File: src/rtl/fifo_port_arbiter.sv
// -----------------------------------------------------------------------------
// fifo_port_arbiter
//   Front-end for a DEPTH-entry fifo. Two producers share the fifo write port
//   under round-robin arbitration. One consumer is sequenced onto the read
//   port. A shadow occupancy count (level) is kept in step with the fifo.
//   Traffic stops for good (HALT, err=1) once the fifo reports overflow or
//   underflow. Only rst leaves HALT.
//
// Ports
//   clk, rst                     clock and synchronous active-high reset
//   p0_req/p0_data/p0_gnt        producer 0 request, data, same-cycle grant
//   p1_req/p1_data/p1_gnt        producer 1 request, data, same-cycle grant
//   c_req/c_valid/c_data         consumer request, popped-word valid and data
//   fifo_write/fifo_read         strobes to the fifo
//   fifo_in_data                 write data to the fifo
//   fifo_out_data                read data from the fifo
//   fifo_full/fifo_empty         fifo status flags
//   fifo_overflow/underflow      fifo error flags
//   level                        registered shadow occupancy
//   err                          sticky fault, high while in HALT
// -----------------------------------------------------------------------------
module fifo_port_arbiter #(
  parameter int DEPTH  = 16,
  parameter int CNT_W  = 5,
  parameter int DATA_W = 1
) (
  input  logic              clk,
  input  logic              rst,
  input  logic              p0_req,
  input  logic [DATA_W-1:0] p0_data,
  output logic              p0_gnt,
  input  logic              p1_req,
  input  logic [DATA_W-1:0] p1_data,
  output logic              p1_gnt,
  input  logic              c_req,
  output logic              c_valid,
  output logic [DATA_W-1:0] c_data,
  output logic              fifo_write,
  output logic              fifo_read,
  output logic [DATA_W-1:0] fifo_in_data,
  input  logic [DATA_W-1:0] fifo_out_data,
  input  logic              fifo_full,
  input  logic              fifo_empty,
  input  logic              fifo_overflow,
  input  logic              fifo_underflow,
  output logic [CNT_W-1:0]  level,
  output logic              err
);

  localparam logic [CNT_W-1:0] LEVEL_MAX = CNT_W'(DEPTH);

  typedef enum logic {
    RUN  = 1'b0,
    HALT = 1'b1
  } state_e;

  state_e             state_q, state_d;
  logic [CNT_W-1:0]   level_q, level_d;
  logic               last_q, last_d;     // index of the most recent grant
  logic               c_valid_q, c_valid_d;

  logic               run;
  logic               wr_ok;
  logic               p0_g, p1_g;
  logic               wr, rd;

  // NOTE: every signal driven here gets a default first, so no path through
  // the block leaves a value unassigned and no latch is inferred.
  always_comb begin
    state_d = state_q;
    level_d = level_q;
    last_d  = last_q;
    p0_g    = 1'b0;
    p1_g    = 1'b0;

    // The ~rst term keeps every strobe low in the cycle reset is asserted.
    run   = (state_q == RUN) && !rst;
    wr_ok = run && !fifo_full && (level_q != LEVEL_MAX);

    if (wr_ok) begin
      unique case ({p1_req, p0_req})
        2'b01:   p0_g = 1'b1;
        2'b10:   p1_g = 1'b1;
        // On a tie, grant whichever producer did not win the last grant.
        2'b11:   if (last_q) p0_g = 1'b1; else p1_g = 1'b1;
        default: ;
      endcase
    end

    wr = p0_g || p1_g;
    rd = run && c_req && !fifo_empty && (level_q != '0);

    // Both strobes in one cycle leave the level unchanged. The gating above
    // already blocks a write at LEVEL_MAX and a read at zero, so it never wraps.
    unique case ({wr, rd})
      2'b10:   level_d = level_q + CNT_W'(1);
      2'b01:   level_d = level_q - CNT_W'(1);
      default: ;
    endcase

    if (p0_g)      last_d = 1'b0;
    else if (p1_g) last_d = 1'b1;

    c_valid_d = rd;

    if (state_q == RUN && (fifo_overflow || fifo_underflow)) state_d = HALT;
  end

  // NOTE: state registers use non-blocking assignments so that every register
  // samples its pre-edge value, independent of statement order.
  always_ff @(posedge clk) begin
    if (rst) begin
      state_q   <= RUN;
      level_q   <= '0;
      last_q    <= 1'b1;   // p0 wins the first tie
      c_valid_q <= 1'b0;
    end else begin
      state_q   <= state_d;
      level_q   <= level_d;
      last_q    <= last_d;
      c_valid_q <= c_valid_d;
    end
  end

  assign p0_gnt       = p0_g;
  assign p1_gnt       = p1_g;
  assign fifo_write   = wr;
  assign fifo_read    = rd;
  assign fifo_in_data = p0_g ? p0_data : (p1_g ? p1_data : '0);

  // Registered outputs are also masked by rst, so every output is zero
  // throughout the reset cycle and not only after the first edge.
  assign c_valid = c_valid_q && !rst;
  assign c_data  = c_valid ? fifo_out_data : '0;
  assign level   = rst ? '0 : level_q;
  assign err     = (state_q == HALT) && !rst;

endmodule

File: config.mk
export PLATFORM = sky130hd
export DESIGN_NAME = fifo_port_arbiter
export DESIGN_NICKNAME = d
export VERILOG_FILES = /design/src/rtl/fifo_port_arbiter.sv
export SDC_FILE = /design/constraint.sdc
export NUM_CORES = 1
export LEC_CHECK = 0
export BUFFER_PORTS_ARGS = -buffer_cell sky130_fd_sc_hd__buf_4
export CAP_MARGIN = 25
export CORE_AREA = 2 2 39 41
export CTS_CLUSTER_SIZE = 25
export DETAILED_ROUTE_END_ITERATION = 12
export DIE_AREA = 0 0 41 43
export PLACE_DENSITY = 0.75
export SLEW_MARGIN = 20
export SYNTH_ARGS = -nofsm -noshare
export SYNTH_HDL_FRONTEND = slang
export SYNTH_SLANG_ARGS = --single-unit
File: constraint.sdc
create_clock -name clk -period 7.21 [get_ports clk]
set_input_delay 1.0815 -clock clk [delete_from_list [all_inputs] [get_ports clk]]
set_output_delay 1.0815 -clock clk [all_outputs]
set_load 0.02 [all_outputs]
* After elaboration in Yosys (flattened, before gate mapping)
Cells that the tools add are included.
W data, S select, Z words.
** Word-level totals
- Bits in registers :: 8
- Output and inout bits :: 13
- Logic and storage cells :: 43
** Operators by class
- Add/sub/neg operators :: 2
- Equal/unequal tests :: 6
- Muxes and demuxes :: 13
- Bitwise gates (word level) :: 1
- Reduce and logical (&&, ||, !) cells :: 17
** Operators with widths (number)
- $pmux W5 S2 :: 1
- $logic_and A1 B1 Y1 :: 9
- $mux W1 :: 9
- $eq A2 B2 Y1 const B :: 3
- $add A5 B1 Y5 const B :: 1
- $mux W5 :: 1
- $ne A5 B5 Y1 const B :: 1
- $reduce_bool A5 Y1 :: 1
- $sub A5 B1 Y5 const B :: 1
- $eq A2 B1 Y1 const B :: 2
- $pmux W1 S2 :: 2
- $reduce_bool A2 Y1 :: 2
- $logic_not A1 Y1 :: 3
- $logic_or A1 B1 Y1 :: 2
- $not A1 Y1 :: 1

* Longest topological paths before layout
Gate-level depths: netlist of the first run.
- Depth in word-level cells :: 8
- Gate-level depth with buffers :: 10
- Depth with buffers taken out :: 10

* Worst setup path before layout of the first run
No wires, ideal clock.
- Path kind :: input -> register
- From :: in rst
- To :: reg level_q[4]
- Arrival :: 3.875 ns
- Required time :: 7.089 ns
- Path slack :: 3.214 ns
- Stages :: 10
- Path buffers :: 1
- Cell sequence :: clkbuf_2 > or4b_2 > a21oi_1 > ha_1 > inv_1 > fa_1 > nand2b_1 > a21oi_1 > mux2i_1 > mux2_2
** Between the ends
- Elaborated cells between the ends (all ways) :: 14
- Those cells by class :: eq/ne (2); mux (3); reduce/logical (9)
** RTL lines
- from (decl) :: line 28 : input logic rst,
- $logic_not A1 Y1 (*) :: line 77 : run = (state_q == RUN) && !rst;
- $logic_and A1 B1 Y1 (*) :: line 77
- $logic_and A1 B1 Y1 (*) (3 in series) :: line 91 : rd = run && c_req && !fifo_empty && (level_q != '0);
- via fifo_read :: line 39 : output logic fifo_read,
- $eq A2 B1 Y1 / $eq A2 B2 Y1 (equally long branches) :: line 95 : unique case ({wr, rd})
- $pmux W5 S2 / $reduce_bool A2 Y1 (equally long branches)
- to (signal assigned) :: line 119 : level_q <= level_d;
- to (decl) :: line 58 : logic [CNT_W-1:0] level_q, level_d;
The timed path passes the listed nets; every way through them passes the cells marked *.
A chain may end at the register's enable or synchronous reset.

* Final worst setup path of the first run
- From :: in rst
- To :: reg level_q[4]
** Between the ends
- Cells in the longest elaborated chain, start to end :: 8
- Elaborated cells between the ends (all ways) :: 14
- Those cells by class :: eq/ne (2); mux (3); reduce/logical (9)
** RTL lines
- $logic_not A1 Y1 :: line 77
- $logic_and A1 B1 Y1 :: line 77
- $logic_and A1 B1 Y1 (2 in series) :: line 78 : wr_ok = run && !fifo_full && (level_q != LEVEL_MAX);
- $mux W1 :: line 80 : if (wr_ok) begin
- $logic_or A1 B1 Y1 :: line 90 : wr = p0_g || p1_g;
- $eq A2 B1 Y1 / $eq A2 B2 Y1 (equally long branches) :: line 95
- $pmux W5 S2 / $reduce_bool A2 Y1 (equally long branches)
Parallel ways exist; a longest one is shown, timed or not.

==> impl_metrics.csv, run 1 <==
group,metric,value,unit
routing,route.vias.total,578,
placed_design,port_buffers,24,
placed_design,dpl.hpwl,982,um
routing,vias_per_cell,5.16,
power_and_ir_drop,power_per_cell_area,130,mW/mm2
hold_path,hold_depth,2,
routing,final_routed_wire_length_divided_by_cell_count,11.0,um
power_and_ir_drop,static-leakage-power,0.368,nW
clocking,clk_sinks,8,
routing,detailedRoute.firstPassIterationCount,2,
logic_synthesis,yosysMostFrequentCell,"sky130_fd_sc_hd__nor2_1",
logic_synthesis,synth_flop_cell,"sky130_fd_sc_hd__dfxtp_1",
timing,setup_total_negative_slack,0,ns
timing,max_slew_margin,0.682,
hold_path,timing.hold.worst.start,"level_q[4]",
clocking,cts_made_buffers,3,
hold_path,worst_hold_path.endpoint,"c_valid_q",
setup_path,worstReg2RegStart,"state_q",
setup_path,crit_top_cell,"sky130_fd_sc_hd__a21oi_1",
setup_path,critPathMaxStageDelay,0.64,ns
job,timing.max_cap.violations,0,
finish,share_of_post_route_cells_with_drive_strength_above_1,0.365,
logic_synthesis,synth_top_area_share,0.274,
finish,num_antenna_cells,0,
timing,setup_violations,0,
logic_synthesis,synth_edf_count,0,
setup_path,r2r_cells,9,
timing,report.final.hold_viol_count,0,
global_routing,grt_use_met1,0.184,
outcome,run_status,"complete, no violations",
hold_path,timing.hold.worst.class,"reg2reg",
clocking,cts_repair_resize_count,0,
floorplan,die-height,43,um
setup_path,slowest_stage,"sky130_fd_sc_hd__or4b_2",
global_routing,grt_use_met3,0.0314,
logic_synthesis,yosysUniqueCellTypes,30,
placed_design,gp_routability_congestion,0.718,
logic_synthesis,ys_ff_latch,8,
routing,drt_iter0_drc,7,
global_routing,grt_start_max_net_pins,19,
timing,achievable-frequency,282,MHz
finish,n_fill_cell,124,
clocking,clock_tree_from_tritoncts,"yes",
routing,drc,0,
global_routing,grt.met2_usage,0.275,
finish,area.growth.synth_to_final,35.3,%
floorplan,die-width,41,um
timing,worst_slew_pin_tran,0.473,ns
routing,wirelength,1230,um
setup_path,flop_to_flop_setup_slack,4.26,ns
floorplan,boundaryPins,25,
logic_synthesis,post-synth-top-area-cell,"sky130_fd_sc_hd__dfxtp_1",
global_routing,grt_antenna_before_repair,0,
setup_path,worst_path_dominant_cell_family,"simple AND/OR/NAND/NOR gates",
finish,finish.instance_area,792,um2
timing,rsz0062_at_grt,"false",
global_routing,grt.overflow.total,0,
setup_path,endpoint_of_the_most_critical_register_to_register_path,"level_q[4]",
logic_synthesis,synth_sequential_area_ratio,0.274,
setup_path,critical_path.n_buffers_inverters,2,
setup_path,cp-end-kind,"flip-flop",
clocking,cts.hold.buffers_added,0,
clocking,worst_setup_hold_path_clk_slew,0.06,ns
logic_synthesis,synthesized_area_per_cell,8.13,um2
finish,final_net_count,115,
logic_synthesis,synthesis.area,586,um2
setup_path,critPathMaxFanout,18,
setup_path,critical_path.cell_chain,"buf_4 > or4b_2 > a21oi_1 > ha_1 > inv_1 > fa_1 > nand2b_1 > a21oi_1 > mux2i_1 > mux2_2",
placed_design,detailed_place.area,769,um2
clocking,cts_max_level,1,
setup_path,worst-setup-path-type,"in2reg",
routing,route.antenna.remaining_nets,0,
floorplan,die_area,0.00176,mm2
timing,postLayoutSetupSlackWorst,3.67,ns
floorplan,initial_utilization,0.423,
clocking,cts-root-to-sink-buffers,2,
global_routing,wire_length_of_the_first_global_routing_pass,2010,um
power_and_ir_drop,worst_ir_drop_vdd,72.8,uV
logic_synthesis,ys_top_cells_by_area,"sky130_fd_sc_hd__dfxtp_1, sky130_fd_sc_hd__nor2_1, sky130_fd_sc_hd__ha_1, sky130_fd_sc_hd__a21oi_1, sky130_fd_sc_hd__a2111oi_4",
global_routing,number_of_global_route_vias_before_repair,507,
setup_path,worstPathArrival,3.70,ns
logic_synthesis,synthesis.yosys.warnings,0,
floorplan,core_area,0.00138,mm2
logic_synthesis,cell_count_after_synthesis,72,
setup_path,required,7.36,ns
clocking,cts_root_buf,"sky130_fd_sc_hd__clkbuf_4",
logic_synthesis,synth_commonest_cells,"sky130_fd_sc_hd__nor2_1, sky130_fd_sc_hd__dfxtp_1, sky130_fd_sc_hd__a21oi_1, sky130_fd_sc_hd__inv_1",
timing,drv_slew,0,
global_routing,grt_usage,0.167,
floorplan,rows,14,
placed_design,dp_worst_setup_slack,3.39,ns
clocking,worstSkewPairLatency,0.26,ns
logic_synthesis,synth_fp_nets,89,
clocking,post_cts.repair.setup_buffers,0,
logic_synthesis,postSynth.asyncResetShare,0,
timing,fin_skew,0.00373,ns
setup_path,critical_path.startpoint_type,"primary input",
timing,min_period,3.54,ns
global_routing,top_usage_layer,"met2",
timing,period_share,0.492,
==> how the worst max path moves through the flow <==
stage / from / slack, ns / end / cells after the start
5_1_grt: rst / 3.48 / level_q[4] / 10
2_1_floorplan: rst / 3.21 / level_q[4] / 10
3_3_place_gp: rst / 3.42 / level_q[4] / 10
4_1_cts: rst / 3.67 / level_q[4] / 10
6_report: rst / 3.67 / level_q[4] / 10
3_5_place_dp: rst / 3.39 / level_q[4] / 10
==> cell type report <==
class / count / area (um2) / area share
Clock buffer: 3 / 22.5 / 0.0284
Multi-Input combinational cell: 55 / 387 / 0.488
Tap cell: 16 / 20.0 / 0.0253
Inverter: 6 / 22.5 / 0.0284
Timing Repair Buffer: 24 / 180 / 0.227
Sequential cell: 8 / 160 / 0.202
==> state kept, by name (all words and copies together), names as in the netlist <==
signal     count
level_q        5
c_valid_q      1
last_q         1
state_q        1
==> stage by stage <==
step	hold slack, ns	power (mW)	std cells	util
6_report	0.536	0.103	112	0.572
5_1_grt	0.557	0.107	112	0.572
4_1_cts	0.545	0.104	112	0.572
3_5_place_dp	0.536	0.0671	109	0.556
3_3_place_gp	0.529	0.0667	109	0.556
2_1_floorplan	0.508	0.0585	72	-
==> report_power, final <==
part | internal [mW] | switching (mW) | total [mW]
combinational | 0.00931 | 0.00973 | 0.0190
clock | 0.0192 | 0.0175 | 0.0367
sequential | 0.0454 | 0.00146 | 0.0469
==> worst min-delay path: cells and delay by family, from the launching register on <==
family                 cells  cell delay (ns)
buffers and inverters      1             0.10
AOI/OAI and AO/OA          1             0.06
DFF                        1             0.34
==> metal layers <==
| metal | wire length, um | vias up |
|---|---|---|
| met2 | 639 | 18 |
| met4 | 20 | 0 |
| met1 | 503 | 263 |
| met5 | 0 | - |
| met3 | 68 | 2 |
| li1 | - | 295 |
==> cells by family (layout without fill, tap and decap cells) <==
| group | count (synthesis) | count (layout) | synth area share |
|---|---|---|---|
| XOR/XNOR | 2 | 2 | 0.0299 |
| flip-flops | 8 | 8 | 0.273 |
| AO/OA/AOI/OAI | 12 | 12 | 0.167 |
| multiplexers | 2 | 2 | 0.0363 |
| adder cells (fa/ha/maj) | 5 | 5 | 0.120 |
| AND/OR/NAND/NOR | 34 | 34 | 0.308 |
| buffers and inverters | 9 | 33 | 0.0662 |
==> cells in the final DEF (no fill, tap or decap), types with 2 or more instances in the layout <==
cell,n
sky130_fd_sc_hd__ha_1,4
sky130_fd_sc_hd__a21oi_1,6
sky130_fd_sc_hd__and3_2,2
sky130_fd_sc_hd__inv_1,6
sky130_fd_sc_hd__xor2_1,2
sky130_fd_sc_hd__dfxtp_1,8
sky130_fd_sc_hd__nand2_1,3
sky130_fd_sc_hd__nor2b_1,4
sky130_fd_sc_hd__nand3_1,2
sky130_fd_sc_hd__nor2_1,15
sky130_fd_sc_hd__buf_4,24
sky130_fd_sc_hd__clkbuf_4,3
No activity file was read; power rests on OpenSTA's default activity.
==> run 2: changes to the inputs <==
--- a/config.mk
+++ b/config.mk
@@ -7,11 +7,11 @@
 export LEC_CHECK = 0
 export BUFFER_PORTS_ARGS = -buffer_cell sky130_fd_sc_hd__buf_4
 export CAP_MARGIN = 25
-export CORE_AREA = 2 2 39 41
+export CORE_MARGIN = 1.5
+export CORE_UTILIZATION = 40
 export CTS_CLUSTER_SIZE = 25
 export DETAILED_ROUTE_END_ITERATION = 12
-export DIE_AREA = 0 0 41 43
-export PLACE_DENSITY = 0.75
+export PLACE_DENSITY = 0.72
 export SLEW_MARGIN = 20
 export SYNTH_ARGS = -nofsm -noshare
 export SYNTH_HDL_FRONTEND = slang
==> constraint.sdc (replaced) <==
create_clock -name clk -period 3 [get_ports clk]
set_input_delay 0.45 -clock clk [delete_from_list [all_inputs] [get_ports clk]]
set_output_delay 0.45 -clock clk [all_outputs]
set_load 0.02 [all_outputs]
==> impl_metrics.csv, run 2 (synthesized netlist as in run 1, its figures left out) <==
group,metric,value,unit
setup_path,critical_path.startpoint_type,"flip-flop",
placed_design,dp_worst_setup_slack,0.102,ns
power_and_ir_drop,power.clock.fraction,0.347,
hold_path,timing.hold.worst.class,"in2reg",
clocking,clk_sinks,8,
clocking,post_cts.repair.setup_buffers,0,
clocking,cts.hold.buffers_added,0,
timing,setup_violations,0,
setup_path,required,3.15,ns
setup_path,critical_path.cell_chain,"nor4_4 > a2111oi_4 > o21ai_0 > ha_4 > inv_1 > fa_1 > nand2b_1 > a21oi_1 > mux2i_1 > mux2_2",
finish,num_antenna_cells,0,
setup_path,worstPathArrival,2.96,ns
finish,largest_register_ff_count,5,
finish,layout.cells.most_common_list,"sky130_fd_sc_hd__buf_4, sky130_fd_sc_hd__nor2_1, sky130_fd_sc_hd__dfxtp_1",
finish,n_fill_cell,118,
floorplan,die-height,41.3,um
routing,route.vias.total,583,
floorplan,rows,13,
placed_design,detailed_place.area,811,um2
global_routing,grt_use_met1,0.208,
routing,route.antenna.remaining_nets,0,
floorplan,boundaryPins,25,
timing,min_period,2.81,ns
setup_path,worst-setup-path-type,"reg2reg",
routing,drc,0,
setup_path,cp-end-kind,"flip-flop",
timing,worst_slew_pin_tran,0.495,ns
global_routing,wire_length_of_the_first_global_routing_pass,2190,um
placed_design,port_buffers,24,
setup_path,worst_path_dominant_cell_family,"adder cells",
global_routing,grt.overflow.total,0,
power_and_ir_drop,static-leakage-power,0.385,nW
job,timing.max_cap.violations,0,
global_routing,grt_use_met3,0.0598,
timing,setup_total_negative_slack,0,ns
placed_design,gp_routability_congestion,0.755,
clocking,worstSkewPairLatency,0.27,ns
power_and_ir_drop,net-switching-power,71.7,uW
global_routing,grt.met2_usage,0.363,
power_and_ir_drop,sw_frac_of_total,0.282,
routing,vias_per_cell,5.16,
clocking,worst_setup_hold_path_clk_slew,0.06,ns
floorplan,initial_utilization,0.439,
finish,area.growth.synth_to_final,43.8,%
routing,drt_iter0_drc,8,
finish,max_flop_register,"level_q",
timing,postLayoutSetupSlackWorst,0.193,ns
setup_path,critical_path.n_buffers_inverters,1,
setup_path,slowest_stage,"sky130_fd_sc_hd__fa_1",
global_routing,top_usage_layer,"met2",
setup_path,critPathMaxFanout,6,
finish,layout.cells.most_common,"sky130_fd_sc_hd__buf_4",
placed_design,dpl.hpwl,1130,um
power_and_ir_drop,p_int,182,uW
clocking,cts_root_buf,"sky130_fd_sc_hd__clkbuf_4",
routing,detailedRoute.firstPassIterationCount,3,
power_and_ir_drop,worst_ir_drop_vdd,160,uV
routing,wirelength,1390,um
timing,max_slew_margin,0.666,
routing,final_routed_wire_length_divided_by_cell_count,12.3,um
clocking,cts-root-to-sink-buffers,2,
global_routing,grt_start_max_net_pins,16,
timing,drv_slew,0,
power_and_ir_drop,power_per_cell_area,302,mW/mm2
power_and_ir_drop,power_frac_comb,0.208,
clocking,cts_max_level,1,
finish,final_net_count,117,
clocking,cts_repair_resize_count,0,
finish,share_of_post_route_cells_with_drive_strength_above_1,0.398,
floorplan,die_area,0.00170,mm2
floorplan,core_area,0.00133,mm2
global_routing,grt_antenna_before_repair,0,
setup_path,critPathMaxStageDelay,0.41,ns
global_routing,number_of_global_route_vias_before_repair,545,
power_and_ir_drop,power_frac_seq,0.445,
clocking,cts_made_buffers,3,
clocking,clock_tree_from_tritoncts,"yes",
timing,fin_skew,0.00738,ns
timing,report.final.hold_viol_count,0,
timing,period_share,0.936,
timing,achievable-frequency,356,MHz
finish,finish.instance_area,842,um2
outcome,run_status,"complete, no violations",
global_routing,grt_usage,0.204,
floorplan,die-width,41.3,um
## run 2: power by group through the flow
stage	sequential (mW)	clock (mW)	combinational (mW)
after floorplan	0.114	0	0.0285
after global placement	0.115	0	0.0514
after detailed placement	0.115	0	0.0523
after CTS	0.113	0.0882	0.0524
after global routing	0.114	0.0904	0.0584
final	0.113	0.0881	0.0529
## run 2: layout make-up
cell class,instances,area (um2),share of cell area
multi-input cells,55,423,0.502
well taps,15,18.8,0.0223
flip-flops and latches,8,160,0.190
clock buffers,3,22.5,0.0267
repair buffers,26,195,0.232
inverters,6,22.5,0.0267
## run 2: stage by stage
step,total power [mW],hold WS (ns),utilization,std cells
after global placement,0.166,0.555,0.608,110
after floorplan,0.143,0.520,-,72
after CTS,0.253,0.397,0.625,113
final,0.254,0.396,0.631,113
after global routing,0.262,0.442,0.631,113
after detailed placement,0.167,0.561,0.608,110
## run 2: worst paths after layout
check,from,endpoint,slack (ns),depth (start not counted)
worst min register to register,level_q[0],level_q[0],0.59,2
worst max register to register,level_q[2],level_q[4],0.19,10
worst min-delay path,fifo_overflow,state_q,0.40,3
worst max-delay path,level_q[2],level_q[4],0.19,10
## run 2: tightest hold or removal path, stage by stage
cell and delay [ns]:
sky130_fd_sc_hd__buf_4 0.08, sky130_fd_sc_hd__nor3_1 0.03, sky130_fd_sc_hd__nor2_1 0.06
## run 2: routing by layer
layer	wire length (um)	vias up	part of all wire
met3	95	3	0.068
li1	-	300	-
met4	25	0	0.018
met2	706	22	0.51
met5	0	-	0
met1	561	258	0.40
